`config.mk`:
```
export PLATFORM = sky130hd
export DESIGN_NAME = multicycle_ctrl
export DESIGN_NICKNAME = d
export VERILOG_FILES = /design/src/rtl/riscv_ctrl_pkg.sv /design/src/rtl/mem_wdog.sv /design/src/rtl/multicycle_ctrl.sv
export SDC_FILE = /design/constraint.sdc
export NUM_CORES = 1
export LEC_CHECK = 0
export CORE_MARGIN = 2
export CORE_UTILIZATION = 52
export CTS_CLUSTER_SIZE = 12
export DETAILED_ROUTE_END_ITERATION = 16
export GPL_TIMING_DRIVEN = 0
export HOLD_SLACK_MARGIN = 0.08
export PLACE_DENSITY_LB_ADDON = 0.1
export SLEW_MARGIN = 30
export SYNTH_ARGS = -nofsm -noshare
export SYNTH_HDL_FRONTEND = slang
export SYNTH_HIERARCHICAL = 1
export SYNTH_SLANG_ARGS = --single-unit
```
`constraint.sdc`:
```
create_clock -name clk -period 7.6 [get_ports clk]
set_clock_uncertainty 0.2 [all_clocks]
set_input_delay 1.14 -clock clk [delete_from_list [all_inputs] [get_ports clk]]
set_output_delay 1.14 -clock clk [all_outputs]
set_load 0.01 [all_outputs]
```
`src/rtl/riscv_ctrl_pkg.sv`:
```
// Shared control encodings for the multi-cycle RV32I datapath: sequencer
// states, major opcodes and the mux/ALU select values driven to the datapath.
package riscv_ctrl_pkg;

   typedef enum logic [3:0] {
      S_FETCH,
      S_DECODE,
      S_EXEC_R,
      S_EXEC_I,
      S_LUI,
      S_ALUWB,
      S_MEMADR,
      S_MEMRD,
      S_MEMWB,
      S_MEMWR,
      S_BRANCH,
      S_JALR_ADR,
      S_JUMP,
      S_TRAP
   } state_t;

   localparam logic [6:0] OPC_R      = 7'b0110011;
   localparam logic [6:0] OPC_I      = 7'b0010011;
   localparam logic [6:0] OPC_LOAD   = 7'b0000011;
   localparam logic [6:0] OPC_STORE  = 7'b0100011;
   localparam logic [6:0] OPC_BRANCH = 7'b1100011;
   localparam logic [6:0] OPC_JAL    = 7'b1101111;
   localparam logic [6:0] OPC_JALR   = 7'b1100111;
   localparam logic [6:0] OPC_LUI    = 7'b0110111;

   localparam logic [1:0] ALU_A_PC    = 2'b00;
   localparam logic [1:0] ALU_A_OLDPC = 2'b01;
   localparam logic [1:0] ALU_A_RS1   = 2'b10;
   localparam logic [1:0] ALU_A_ZERO  = 2'b11;

   localparam logic [1:0] ALU_B_RS2  = 2'b00;
   localparam logic [1:0] ALU_B_IMM  = 2'b01;
   localparam logic [1:0] ALU_B_FOUR = 2'b10;

   localparam logic [1:0] ALUOP_ADD  = 2'b00;
   localparam logic [1:0] ALUOP_SUB  = 2'b01;
   localparam logic [1:0] ALUOP_FUNC = 2'b10;

   localparam logic [1:0] RES_ALUOUT = 2'b00;
   localparam logic [1:0] RES_MEM    = 2'b01;
   localparam logic [1:0] RES_ALU    = 2'b10;

   // Successor of DECODE for a given opcode; anything unsupported traps.
   function automatic state_t decode_next(input logic [6:0] opc);
      state_t nxt;
      case (opc)
         OPC_R:      nxt = S_EXEC_R;
         OPC_I:      nxt = S_EXEC_I;
         OPC_LOAD:   nxt = S_MEMADR;
         OPC_STORE:  nxt = S_MEMADR;
         OPC_BRANCH: nxt = S_BRANCH;
         OPC_JAL:    nxt = S_JUMP;
         OPC_JALR:   nxt = S_JALR_ADR;
         OPC_LUI:    nxt = S_LUI;
         default:    nxt = S_TRAP;
      endcase
      return nxt;
   endfunction

endpackage

```
`src/rtl/mem_wdog.sv`:
```
// Memory handshake watchdog: counts cycles a request waits unanswered and
// flags the cycle in which the wait limit is reached. A ready response in
// that same cycle suppresses the expiry, so a late-but-in-time access wins.
module mem_wdog #(
   parameter int MEM_TIMEOUT = 16,
   parameter int CNT_W       = 5
) (
   input  logic clk,
   input  logic reset,
   input  logic req,
   input  logic ready,
   input  logic state_chg,
   output logic expire
);

   logic [CNT_W-1:0] count;

   // Wait counter: cleared by a completed access or any sequencer state change.
   always_ff @(posedge clk or negedge reset) begin
      if (!reset) begin
         count <= '0;
      end else if (state_chg || (req && ready)) begin
         count <= '0;
      end else if (req && !ready && (count != '1)) begin
         count <= count + 1'b1;
      end
   end

   generate
      if (MEM_TIMEOUT == 0) begin : g_off
         assign expire = 1'b0;
      end else begin : g_on
         localparam logic [CNT_W-1:0] LAST = CNT_W'(MEM_TIMEOUT - 1);
         // This waiting cycle is the MEM_TIMEOUT-th one.
         assign expire = req && !ready && (count == LAST);
      end
   endgenerate

endmodule

```
`src/rtl/multicycle_ctrl.sv`:
```
// Multi-cycle RV32I sequencer. Walks each instruction through
// FETCH/DECODE/EXEC/MEM/WB and decodes per-state enables and mux selects.
// Outputs are combinational from the state; the sticky error flags and a
// one-bit "started" marker are the only other registers. The marker keeps
// every strobe low until the first clock edge after reset release.
module multicycle_ctrl
   import riscv_ctrl_pkg::*;
#(
   parameter int MEM_TIMEOUT = 16,
   parameter int CNT_W       = 5
) (
   input  logic       clk,
   input  logic       reset,
   input  logic [6:0] opcode,
   input  logic       branch_cond,
   input  logic       mem_ready,
   output logic       pc_we,
   output logic       pc_src,
   output logic       ir_we,
   output logic       iord,
   output logic       mem_req,
   output logic       mem_we,
   output logic       reg_we,
   output logic [1:0] alu_src_a,
   output logic [1:0] alu_src_b,
   output logic [1:0] alu_op,
   output logic [1:0] result_src,
   output logic       retire,
   output logic       illegal_instr,
   output logic       bus_err,
   output logic       busy
);

   state_t state;
   state_t state_next;
   logic   started;
   logic   expire;
   logic   done;

   assign done = mem_req && mem_ready;

   mem_wdog #(
      .MEM_TIMEOUT(MEM_TIMEOUT),
      .CNT_W      (CNT_W)
   ) u_wdog (
      .clk      (clk),
      .reset    (reset),
      .req      (mem_req),
      .ready    (mem_ready),
      .state_chg(state_next != state),
      .expire   (expire)
   );

   // Next-state selection; a watchdog expiry overrides everything.
   always_comb begin
      state_next = state;
      case (state)
         S_FETCH:    if (done) state_next = S_DECODE;
         S_DECODE:   state_next = decode_next(opcode);
         S_EXEC_R:   state_next = S_ALUWB;
         S_EXEC_I:   state_next = S_ALUWB;
         S_LUI:      state_next = S_ALUWB;
         S_ALUWB:    state_next = S_FETCH;
         S_MEMADR:   state_next = (opcode == OPC_LOAD) ? S_MEMRD : S_MEMWR;
         S_MEMRD:    if (done) state_next = S_MEMWB;
         S_MEMWB:    state_next = S_FETCH;
         S_MEMWR:    if (done) state_next = S_FETCH;
         S_BRANCH:   state_next = S_FETCH;
         S_JALR_ADR: state_next = S_JUMP;
         S_JUMP:     state_next = S_FETCH;
         S_TRAP:     state_next = S_TRAP;
         default:    state_next = S_TRAP;
      endcase
      if (expire) state_next = S_TRAP;
   end

   // State register plus sticky error flags.
   always_ff @(posedge clk or negedge reset) begin
      if (!reset) begin
         state         <= S_FETCH;
         started       <= 1'b0;
         illegal_instr <= 1'b0;
         bus_err       <= 1'b0;
      end else begin
         started <= 1'b1;
         state   <= state_next;
         if ((state == S_DECODE) && (state_next == S_TRAP)) illegal_instr <= 1'b1;
         if (expire) bus_err <= 1'b1;
      end
   end

   // Per-state strobes and datapath selects.
   always_comb begin
      pc_we      = 1'b0;
      pc_src     = 1'b0;
      ir_we      = 1'b0;
      iord       = 1'b0;
      mem_req    = 1'b0;
      mem_we     = 1'b0;
      reg_we     = 1'b0;
      alu_src_a  = ALU_A_PC;
      alu_src_b  = ALU_B_RS2;
      alu_op     = ALUOP_ADD;
      result_src = RES_ALUOUT;
      retire     = 1'b0;
      busy       = started && (state != S_TRAP);
      case (state)
         S_FETCH: begin
            if (started) begin
               mem_req   = 1'b1;
               iord      = 1'b0;
               alu_src_a = ALU_A_PC;
               alu_src_b = ALU_B_FOUR;
               alu_op    = ALUOP_ADD;
               ir_we     = mem_ready;
               pc_we     = mem_ready;
               pc_src    = 1'b0;
            end
         end
         S_DECODE: begin
            alu_src_a = ALU_A_OLDPC;
            alu_src_b = ALU_B_IMM;
            alu_op    = ALUOP_ADD;
         end
         S_EXEC_R: begin
            alu_src_a = ALU_A_RS1;
            alu_src_b = ALU_B_RS2;
            alu_op    = ALUOP_FUNC;
         end
         S_EXEC_I: begin
            alu_src_a = ALU_A_RS1;
            alu_src_b = ALU_B_IMM;
            alu_op    = ALUOP_FUNC;
         end
         S_LUI: begin
            alu_src_a = ALU_A_ZERO;
            alu_src_b = ALU_B_IMM;
            alu_op    = ALUOP_ADD;
         end
         S_ALUWB: begin
            reg_we     = 1'b1;
            result_src = RES_ALUOUT;
            retire     = 1'b1;
         end
         S_MEMADR, S_JALR_ADR: begin
            alu_src_a = ALU_A_RS1;
            alu_src_b = ALU_B_IMM;
            alu_op    = ALUOP_ADD;
         end
         S_MEMRD: begin
            mem_req = 1'b1;
            iord    = 1'b1;
         end
         S_MEMWB: begin
            reg_we     = 1'b1;
            result_src = RES_MEM;
            retire     = 1'b1;
         end
         S_MEMWR: begin
            mem_req = 1'b1;
            mem_we  = 1'b1;
            iord    = 1'b1;
            retire  = mem_ready;
         end
         S_BRANCH: begin
            alu_src_a = ALU_A_RS1;
            alu_src_b = ALU_B_RS2;
            alu_op    = ALUOP_SUB;
            pc_we     = branch_cond;
            pc_src    = 1'b1;
            retire    = 1'b1;
         end
         S_JUMP: begin
            alu_src_a  = ALU_A_OLDPC;
            alu_src_b  = ALU_B_FOUR;
            alu_op     = ALUOP_ADD;
            result_src = RES_ALU;
            reg_we     = 1'b1;
            pc_we      = 1'b1;
            pc_src     = 1'b1;
            retire     = 1'b1;
         end
         default: begin
         end
      endcase
   end

endmodule

```
==> results of run 1 <==
worst max path at each step:
| stage | start | end | slack (ns) | cells after the start |
|---|---|---|---|---|
| finish | mem_ready | retire | 3.41 | 6 |
| global route | mem_ready | u_wdog/count[4] | 3.23 | 10 |
| CTS | mem_ready | retire | 3.42 | 6 |
| detailed placement | mem_ready | u_wdog/count[4] | 3.21 | 10 |
| global placement | mem_ready | u_wdog/count[0] | 3.31 | 10 |
| floorplan | state[2] | u_wdog/count[0] | 4.16 | 16 |
metrics by stage:
| step | hold slack, ns | cell area [sq um] |
|---|---|---|
| CTS | 0.286 | 1510 |
| finish | 0.280 | 1510 |
| global placement | 0.250 | 1490 |
| global route | 0.294 | 1510 |
| detailed placement | 0.269 | 1490 |
| floorplan | 0.297 | 1160 |
flip-flops by register name, indices dropped and copies added, names as in the netlist:
| name | cells |
|---|---|
| u_wdog/count | 5 |
| state | 4 |
| bus_err | 1 |
| illegal_instr | 1 |
| started | 1 |
cell usage after synthesis, types with 4 or more instances:
master / instances / area, sq um
a21oi_1: 14 / 70.1
dfrtp_1: 12 / 300
nor2_1: 12 / 45.0
inv_1: 9 / 33.8
nand2_1: 9 / 33.8
nand2b_1: 9 / 56.3
nand3b_1: 5 / 37.5
o21ai_0: 5 / 25.0
buf_2: 4 / 20.0
nor3_1: 4 / 20.0
nor3b_1: 4 / 30.0
kinds of logic (layout without fill, tap and decap cells):
logic type / count (synthesis) / in the layout
multiplexers: 1 / 1
flip-flops: 12 / 12
adder cells (fa/ha/maj): 3 / 3
buffers and inverters: 17 / 49
AO/OA/AOI/OAI: 43 / 43
other: 1 / 1
XOR/XNOR: 2 / 2
AND/OR/NAND/NOR: 68 / 68
routing by layer:
| layer | GRT usage [%] | vias up | wire length (um) |
|---|---|---|---|
| met2 | 45.2 | 48 | 1430 |
| met3 | 6.14 | 7 | 198 |
| met1 | 33.3 | 580 | 1340 |
| li1 | - | 602 | - |
| met5 | 0 | - | 0 |
| met4 | 6.14 | 0 | 41 |
power by group through the flow:
stage	Sequential, mW	Clock [mW]	Combinational, mW
floorplan	0.0828	0	0.195
global placement	0.0824	0	0.302
detailed placement	0.0834	0	0.310
CTS	0.0821	0.0386	0.311
global route	0.0832	0.0413	0.346
finish	0.0821	0.0372	0.311
cell type report:
| cell class | count | area [sq um] | share of cell area, % |
|---|---|---|---|
| sequential | 12 | 300 | 19.9 |
| clock buffer | 3 | 22.5 | 1.49 |
| buffer | 7 | 46.3 | 3.06 |
| multi-input combinational | 118 | 781 | 51.6 |
| inverter | 10 | 37.5 | 2.48 |
| timing repair buffer | 29 | 290 | 19.2 |
| tap | 28 | 35.0 | 2.32 |
==> impl_metrics.env, run 1 <==
export IMPL_start_util_pct=53.7
export IMPL_cts_buffers=3
export IMPL_cts_sinks=12
export IMPL_antenna_found_initial=0
export IMPL_fin_nets=195
export IMPL_syn_area_sq_um=1160
export IMPL_crit_slowest_cell="clkdlybuf4s50_1"
export IMPL_die_y_um=51.3
export IMPL_clockBufferDepth=2
export IMPL_fin_util_pct=69.7
export IMPL_dpl_cell_count=204
export IMPL_gp_congestion=0.917
export IMPL_dieArea_sq_um=2630
export IMPL_crit_chain="clkdlybuf4s50_1 > nand2b_1 > nor2_1 > o21ai_0 > o21ai_0 > clkdlybuf4s50_1"
export IMPL_drive_gt1_share_pct=10.6
export IMPL_timing_max_cap_violations=0
export IMPL_crit_family="buffers and inverters"
export IMPL_num_vias=1237
export IMPL_cts_setup_buffers=0
export IMPL_syn_nets=161
export IMPL_h_tree_depth=1
export IMPL_ctsResizeCount=0
export IMPL_grt_pass1_wl_um=5290
export IMPL_swShare_pct=44.6
export IMPL_period_needed_ns=4.19
export IMPL_yosysUniqueCellTypes=50
export IMPL_instances_no_fill=207
export IMPL_setup_viol=0
export IMPL_grt_pass1_vias=1162
export IMPL_synth_async_reset_ratio_pct=100
export IMPL_critPathArrivalTime_ns=2.85
export IMPL_synth_top_family_by_area="simple AND/OR/NAND/NOR gates"
export IMPL_synth_compound_area_share_pct=24.6
export IMPL_synthCells=147
export IMPL_power_density_nw_per_um2=285
export IMPL_hold_depth=1
export IMPL_grt_max_degree=15
export IMPL_hold_start="bus_err"
export IMPL_synth_seq_area_share_pct=25.8
export IMPL_clkPwrFrac_pct=8.6
export IMPL_crit_fanout=14
export IMPL_synthAdderAreaFrac_pct=3.22
export IMPL_fp_coreArea_sq_um=2170
export IMPL_min_to="bus_err"
export IMPL_layout_commonest_cell="clkdlybuf4s50_1"
export IMPL_final_cell_mix="29 x clkdlybuf4s50_1, 14 x a21oi_1, 12 x nor2_1, 12 x dfrtp_1"
export IMPL_max_freq_mhz=239
export IMPL_max_slew_margin_pct=49.4
export IMPL_p_switching_uw=192
export IMPL_synthMuxAreaShare_pct=0.859
export IMPL_path_class="input pin to output port"
export IMPL_intPower_uw=238
export IMPL_nFillCells=192
export IMPL_layout_setup_ws_ns=3.41
export IMPL_grt_setup_unrepaired="false"
export IMPL_rows=17
export IMPL_gr_total_overflow=0
export IMPL_clkTransAtPathRegs_ns=0.06
export IMPL_track_usage_pct=26.3
export IMPL_yosys_area_share_xor_xnor_pct=1.50
export IMPL_end_kind="output port"
export IMPL_synth_simple_area_share_pct=36.5
export IMPL_io_pins=30
export IMPL_reg2reg_from="state[2]"
export IMPL_critPathRequiredTime_ns=6.26
export IMPL_seqPwrFrac_pct=19.1
export IMPL_syn_avg_cell_area_sq_um=7.92
export IMPL_ys_warn_count=6
export IMPL_hold_viol=0
export IMPL_first_pass_iters=4
export IMPL_ys_seq_elements=12
export IMPL_reg2reg_depth=16
export IMPL_routed_wl_um=3000
export IMPL_area_growth_pct=29.9
export IMPL_critPathBufInv=2
export IMPL_ys_flop_type="dfrtp_1"
export IMPL_critPathLaunchType="input pin"
export IMPL_cts_tree="done"
export IMPL_fin_tns_setup_ns=0
export IMPL_regToRegSetupSlack_ns=3.55
export IMPL_cp_slowest_stage_delay_ns=0.76
export IMPL_dp_slack_ns=3.21
export IMPL_r2r_end="u_wdog/count[4]"
export IMPL_dieWidth_um=51.3
export IMPL_drt_iter0_drc=40
export IMPL_antenna_left=0
export IMPL_cts_hold_buf=0
export IMPL_synth_edf_count=0
export IMPL_fin_total_pwr_uw=431
export IMPL_post_route_period_util_pct=55.1
export IMPL_dp_hpwl_um=2340
export IMPL_status="finished, final reports clean"
export IMPL_antennaDiodeCount=0
export IMPL_wl_per_cell_um=14.5
export IMPL_via_per_inst=5.98
export IMPL_hp_class="flop to flop"
export IMPL_leakagePower_nw=0.649
export IMPL_drc=0
export IMPL_worst_pin_slew_ns=0.758
export IMPL_root_buffer="clkbuf_4"
export IMPL_p_comb_share_pct=72.3
export IMPL_insertion_delay_ns=0.27
export IMPL_port_buffers=29
export IMPL_maxSlewViolCount=0
export IMPL_vdd_drop_max_mv=0.197
Note: power is estimated with default switching activity, not from simulation.
==> inputs of run 2 (changes only) <==
Settings changed: CORE_ASPECT_RATIO set to 2, CORE_UTILIZATION 52 to 44.
Clock period 7.6 ns to 3.61 ns, I/O delays scaled along.
==> run 2 against run 1 <==
Against the previous run:
- critical path depth rose by 10
- global-route usage fell by 3.3 points
- die area rose by 18%
- first-iteration DRC count rose by 20%
- worst setup slack got worse by 3.2 ns
- non-clock buffer count did not move
- design area rose by 4.5%
- cell count rose by 0.48%
- sequential share of layout area fell by 0.85 points
- worst hold slack got worse by 0.016 ns
- register-to-register slack got worse by 3.3 ns
- core utilization fell by 7.4 points
- critical endpoint is now u_wdog/count[4]
- largest cell class unchanged
==> impl_metrics.env, run 2 (synthesized netlist as in run 1, its figures left out) <==
export IMPL_first_pass_iters=4
export IMPL_routed_wl_um=3220
export IMPL_p_switching_uw=433
export IMPL_grt_pass1_wl_um=5110
export IMPL_power_density_nw_per_um2=643
export IMPL_start_util_pct=45.9
export IMPL_track_usage_pct=23.0
export IMPL_hold_depth=1
export IMPL_crit_slowest_cell="or4_4"
export IMPL_clkTransAtPathRegs_ns=0.06
export IMPL_cts_hold_buf=0
export IMPL_drive_gt1_share_pct=14.4
export IMPL_fp_coreArea_sq_um=2540
export IMPL_seqPwrFrac_pct=17.0
export IMPL_hold_viol=0
export IMPL_cp_slowest_stage_delay_ns=0.53
export IMPL_clockBufferDepth=2
export IMPL_crit_fanout=10
export IMPL_drc=0
export IMPL_die_y_um=76.8
export IMPL_status="finished, final reports clean"
export IMPL_antennaDiodeCount=0
export IMPL_hold_start="illegal_instr"
export IMPL_dp_hpwl_um=2520
export IMPL_antenna_left=0
export IMPL_gp_congestion=0.820
export IMPL_critPathRequiredTime_ns=3.55
export IMPL_end_kind="flop"
export IMPL_worst_pin_slew_ns=0.600
export IMPL_antenna_found_initial=0
export IMPL_timing_max_cap_violations=0
export IMPL_intPower_uw=582
export IMPL_regToRegSetupSlack_ns=0.23
export IMPL_cts_sinks=12
export IMPL_cts_buffers=3
export IMPL_top_regs="u_wdog/count: 5 flops, state: 4 flops"
export IMPL_critPathArrivalTime_ns=3.32
export IMPL_root_buffer="clkbuf_8"
export IMPL_swShare_pct=42.6
export IMPL_via_per_inst=6.12
export IMPL_nFillCells=248
export IMPL_largest_register_ff_count=5
export IMPL_largest_register="u_wdog/count"
export IMPL_hp_class="flop to flop"
export IMPL_insertion_delay_ns=0.24
export IMPL_h_tree_depth=1
export IMPL_grt_pass1_vias=1190
export IMPL_path_class="flop to flop"
export IMPL_cts_setup_buffers=0
export IMPL_setup_viol=0
export IMPL_max_freq_mhz=296
export IMPL_layout_commonest_cell="clkdlybuf4s50_1"
export IMPL_vdd_drop_max_mv=0.414
export IMPL_dieWidth_um=40.4
export IMPL_rows=26
export IMPL_port_buffers=29
export IMPL_grt_setup_unrepaired="false"
export IMPL_drt_iter0_drc=48
export IMPL_reg2reg_from="state[3]"
export IMPL_clkPwrFrac_pct=14.7
export IMPL_num_vias=1273
export IMPL_p_comb_share_pct=68.4
export IMPL_min_to="illegal_instr"
export IMPL_area_growth_pct=35.7
export IMPL_r2r_end="u_wdog/count[4]"
export IMPL_grt_max_degree=15
export IMPL_critPathLaunchType="flop"
export IMPL_dieArea_sq_um=3100
export IMPL_maxSlewViolCount=0
export IMPL_post_route_period_util_pct=93.6
export IMPL_final_cell_mix="29 x clkdlybuf4s50_1, 14 x a21oi_1, 12 x dfrtp_1, 11 x nor2_1"
export IMPL_hold_ws_ns=0.265
export IMPL_gr_total_overflow=0
export IMPL_io_pins=30
export IMPL_crit_chain="buf_4 > buf_2 > nand2b_4 > nor2_1 > o21a_1 > o21bai_2 > inv_2 > nor3b_4 > a31o_1 > a31o_1 > nor4_4 > xnor2_1 > or4_4 > nor2_1 > nand2_1 > o31ai_1"
export IMPL_cts_tree="done"
export IMPL_fin_util_pct=62.3
export IMPL_wl_per_cell_um=15.5
export IMPL_period_needed_ns=3.38
export IMPL_max_slew_margin_pct=59.6
export IMPL_fin_nets=195
export IMPL_leakagePower_nw=0.685
export IMPL_reg2reg_depth=16
run 2: cell types whose count changed in the layout (fill, tap and decap cells not counted), sizes merged:
cell,delta
clkbuf,+1
run 2: area by class of cell:
type / instances / area [sq um] / area share, %
Multi-Input combinational cell: 118 / 813 / 51.5
Sequential cell: 12 / 300 / 19.0
Timing Repair Buffer: 29 / 290 / 18.4
Clock buffer: 4 / 55.1 / 3.48
Buffer: 7 / 48.8 / 3.09
Inverter: 10 / 37.5 / 2.38
Tap cell: 28 / 35.0 / 2.22
run 2: how the worst max path moves through the flow:
stage | startpoint | endpoint | slack, ns | cells after the start
floorplan | state[2] | u_wdog/count[0] | 0.17 | 16
global placement | state[3] | u_wdog/count[0] | -0.30 | 15
detailed placement | state[3] | u_wdog/count[4] | -0.34 | 15
CTS | state[2] | u_wdog/count[4] | 0.05 | 16
global route | state[2] | u_wdog/count[4] | 0.03 | 16
finish | state[3] | u_wdog/count[4] | 0.23 | 16
run 2: worst max-delay path: cells and delay by family (launching register included):
kind / cells / cell delay (ns)
AOI/OAI and AO/OA: 5 / 0.88
xor gates and xnor gates: 1 / 0.10
buffers and inverters: 3 / 0.50
DFF: 1 / 0.35
and+or+nand+nor: 7 / 1.23
run 2: per-stage QoR:
step | TNS [ns] | power (mW) | setup slack, ns | area, sq um | instances
2_1_floorplan | 0 | 0.584 | 0.168 | 1160 | 147
3_3_place_gp | -1.12 | 0.818 | -0.302 | 1490 | 204
3_5_place_dp | -1.24 | 0.827 | -0.344 | 1490 | 204
4_1_cts | 0 | 0.997 | 0.0525 | 1560 | 208
5_1_grt | 0 | 1.08 | 0.0346 | 1580 | 208
6_report | 0 | 1.02 | 0.232 | 1580 | 208
run 2: power groups by stage:
stage	clock [mW]	combinational, mW	sequential [mW]
final	0.149	0.694	0.172
after global routing	0.156	0.752	0.176
after CTS	0.152	0.672	0.172
after detailed placement	0	0.653	0.174
after global placement	0	0.645	0.173
after floorplan	0	0.410	0.174
run 2: what timing repair did:
action                     in CTS  in global routing
gates resized for setup         4                  5
setup endpoints to repair       5                  4
pin swaps                       0                  1
cloned                          0                  0
run 2: routing by layer:
metal / global-route usage, % / up-vias / wire (um) / share of wire, %
met5: 0 / - / 0 / 0
met4: 14.0 / 0 / 147 / 4.6
met3: 4.05 / 15 / 163 / 5.1
met2: 39.7 / 51 / 1800 / 56
met1: 22.5 / 604 / 1110 / 35
li1: - / 603 / - / -
==> inputs of run 3 (changes only) <==
Settings changed: CORE_UTILIZATION 44 to 28.
==> run 3 against run 2 <==
Against the previous run:
- register-to-register slack worse by 0.04 ns
- via count down 3.5%
- wire length up 12%
- critical path depth unchanged
==> impl_metrics.env, run 3 (synthesized netlist as in run 1, its figures left out) <==
export IMPL_first_pass_iters=4
export IMPL_setup_viol=0
export IMPL_layout_setup_ws_ns=0.194
export IMPL_fin_nets=197
export IMPL_crit_family="simple AND/OR/NAND/NOR gates"
export IMPL_fp_coreArea_sq_um=4050
export IMPL_cts_sinks=12
export IMPL_io_pins=30
export IMPL_drt_iter0_drc=11
export IMPL_vdd_drop_max_mv=0.280
export IMPL_grt_max_degree=15
export IMPL_fin_util_pct=40.0
export IMPL_seqPwrFrac_pct=16.7
export IMPL_clockBufferDepth=2
export IMPL_max_freq_mhz=293
export IMPL_hp_class="flop to flop"
export IMPL_multi_input_comb_area_sq_um=808
export IMPL_power_density_nw_per_um2=636
export IMPL_root_buffer="clkbuf_8"
export IMPL_largest_register_ff_count=5
export IMPL_die_y_um=95.2
export IMPL_intPower_uw=585
export IMPL_final_cell_mix="29 x clkdlybuf4s50_1, 14 x a21oi_1, 12 x dfrtp_1, 10 x nor2_1"
export IMPL_largest_register="u_wdog/count"
export IMPL_post_route_period_util_pct=94.6
export IMPL_crit_fanout=10
export IMPL_ff_latch_area_sq_um=300
export IMPL_critPathBufInv=3
export IMPL_critPathArrivalTime_ns=3.36
export IMPL_area_growth_pct=39.1
export IMPL_max_slew_margin_pct=54.9
export IMPL_critPathLaunchType="flop"
export IMPL_insertion_delay_ns=0.24
export IMPL_critPathMostFrequentCell="a31o_1"
export IMPL_drc=0
export IMPL_dp_slack_ns=-0.572
export IMPL_start_util_pct=28.8
export IMPL_worst_pin_slew_ns=0.670
export IMPL_dieWidth_um=49.6
export IMPL_grt_pass1_vias=1203
export IMPL_critPathRequiredTime_ns=3.56
export IMPL_maxSlewViolCount=0
export IMPL_status="finished, final reports clean"
export IMPL_top_regs="u_wdog/count: 5 flops, state: 4 flops"
export IMPL_crit_slowest_cell="or4_4"
export IMPL_gr_total_overflow=0
export IMPL_gp_congestion=0.908
export IMPL_p_switching_uw=446
export IMPL_crit_chain="buf_4 > buf_2 > nand2b_1 > nor2_1 > o21a_1 > o21bai_2 > inv_2 > nor3b_4 > a31o_1 > a31o_1 > nor4_4 > xnor2_1 > or4_4 > nor2_2 > nand2_1 > o31ai_1"
export IMPL_nFillCells=469
export IMPL_hold_viol=0
export IMPL_clkTransAtPathRegs_ns=0.05
export IMPL_drive_gt1_share_pct=15.4
export IMPL_cts_hold_buf=0
export IMPL_track_usage_pct=16.0
export IMPL_hold_ws_ns=0.266
export IMPL_wl_per_cell_um=15.4
export IMPL_leakagePower_nw=0.690
export IMPL_num_vias=1229
export IMPL_antenna_left=0
export IMPL_cts_buffers=3
export IMPL_antennaDiodeCount=0
export IMPL_timing_max_cap_violations=0
export IMPL_routed_wl_um=3600
export IMPL_end_kind="flop"
export IMPL_h_tree_depth=1
export IMPL_via_per_inst=5.25
export IMPL_clkPwrFrac_pct=14.4
export IMPL_swShare_pct=43.2
export IMPL_layout_commonest_cell="clkdlybuf4s50_1"
export IMPL_instances_no_fill=234
export IMPL_path_class="flop to flop"
export IMPL_period_needed_ns=3.42
export IMPL_dpl_cell_count=228
export IMPL_port_buffers=29
export IMPL_dieArea_sq_um=4720
export IMPL_antenna_found_initial=0
export IMPL_p_comb_share_pct=68.9
export IMPL_cp_slowest_stage_delay_ns=0.54
export IMPL_rows=33
export IMPL_cts_tree="done"
export IMPL_dp_hpwl_um=2820
export IMPL_grt_pass1_wl_um=5850
export IMPL_grt_setup_unrepaired="false"
## run 3: cell count changes in the layout (fill, tap and decap cells not counted), sizes merged
cell,change
buf,+2
## run 3: timing repair
action,CTS,global route
setup buffers,1,1
resized for setup,5,4
setup endpoints to repair,5,3
pin swaps,1,2
## run 3: area by class of cell
cell class / count / share of cell area [%]
well taps: 52 / 4.02
inverters: 10 / 2.32
clock buffers: 4 / 3.40
repair buffers: 31 / 18.8
multi-input cells: 118 / 49.9
flip-flops and latches: 12 / 18.5
plain buffers: 7 / 3.01
## run 3: power groups by stage
stage / Combinational, mW / Clock, mW / Sequential (mW)
floorplan: 0.410 / 0 / 0.174
CTS: 0.699 / 0.153 / 0.172
global route: 0.773 / 0.158 / 0.175
global placement: 0.670 / 0 / 0.174
detailed placement: 0.674 / 0 / 0.175
finish: 0.711 / 0.148 / 0.172
## run 3: path summary, 6_finish.rpt
path                           from               to  slack, ns  cells past startpoint
min reg2reg                 bus_err          bus_err       0.27                      1
max reg2reg                state[3]  u_wdog/count[0]       0.19                     16
max in group asynchronous     reset  u_wdog/count[0]       2.36                      1
max                        state[3]  u_wdog/count[0]       0.19                     16
min                         bus_err          bus_err       0.27                      1
min in group asynchronous     reset          bus_err       0.47                      1
## run 3: worst register-to-register path, delay by kind of cell, from the launching register on
| kind | cells | cell delay, ns |
|---|---|---|
| AOI/OAI and AO/OA | 5 | 0.89 |
| xor gates and xnor gates | 1 | 0.10 |
| buffers and inverters | 3 | 0.47 |
| DFF | 1 | 0.35 |
| and+or+nand+nor | 7 | 1.29 |
## run 3: per-layer routing
layer  routed length [um]  vias to the layer above  track usage (%)
met1                 1280                      582             16.0
met4                   85                        0             6.94
met5                    0                        -                0
met3                  128                        9             1.88
li1                     -                      604                -
met2                 2110                       34             31.8
## run 3: metrics by stage
stage,power (mW),area [sq um],TNS [ns]
2_1_floorplan,0.584,1160,0
3_3_place_gp,0.844,1520,-1.79
3_5_place_dp,0.849,1520,-2.37
4_1_cts,1.02,1600,0
5_1_grt,1.11,1620,0
6_report,1.03,1620,0
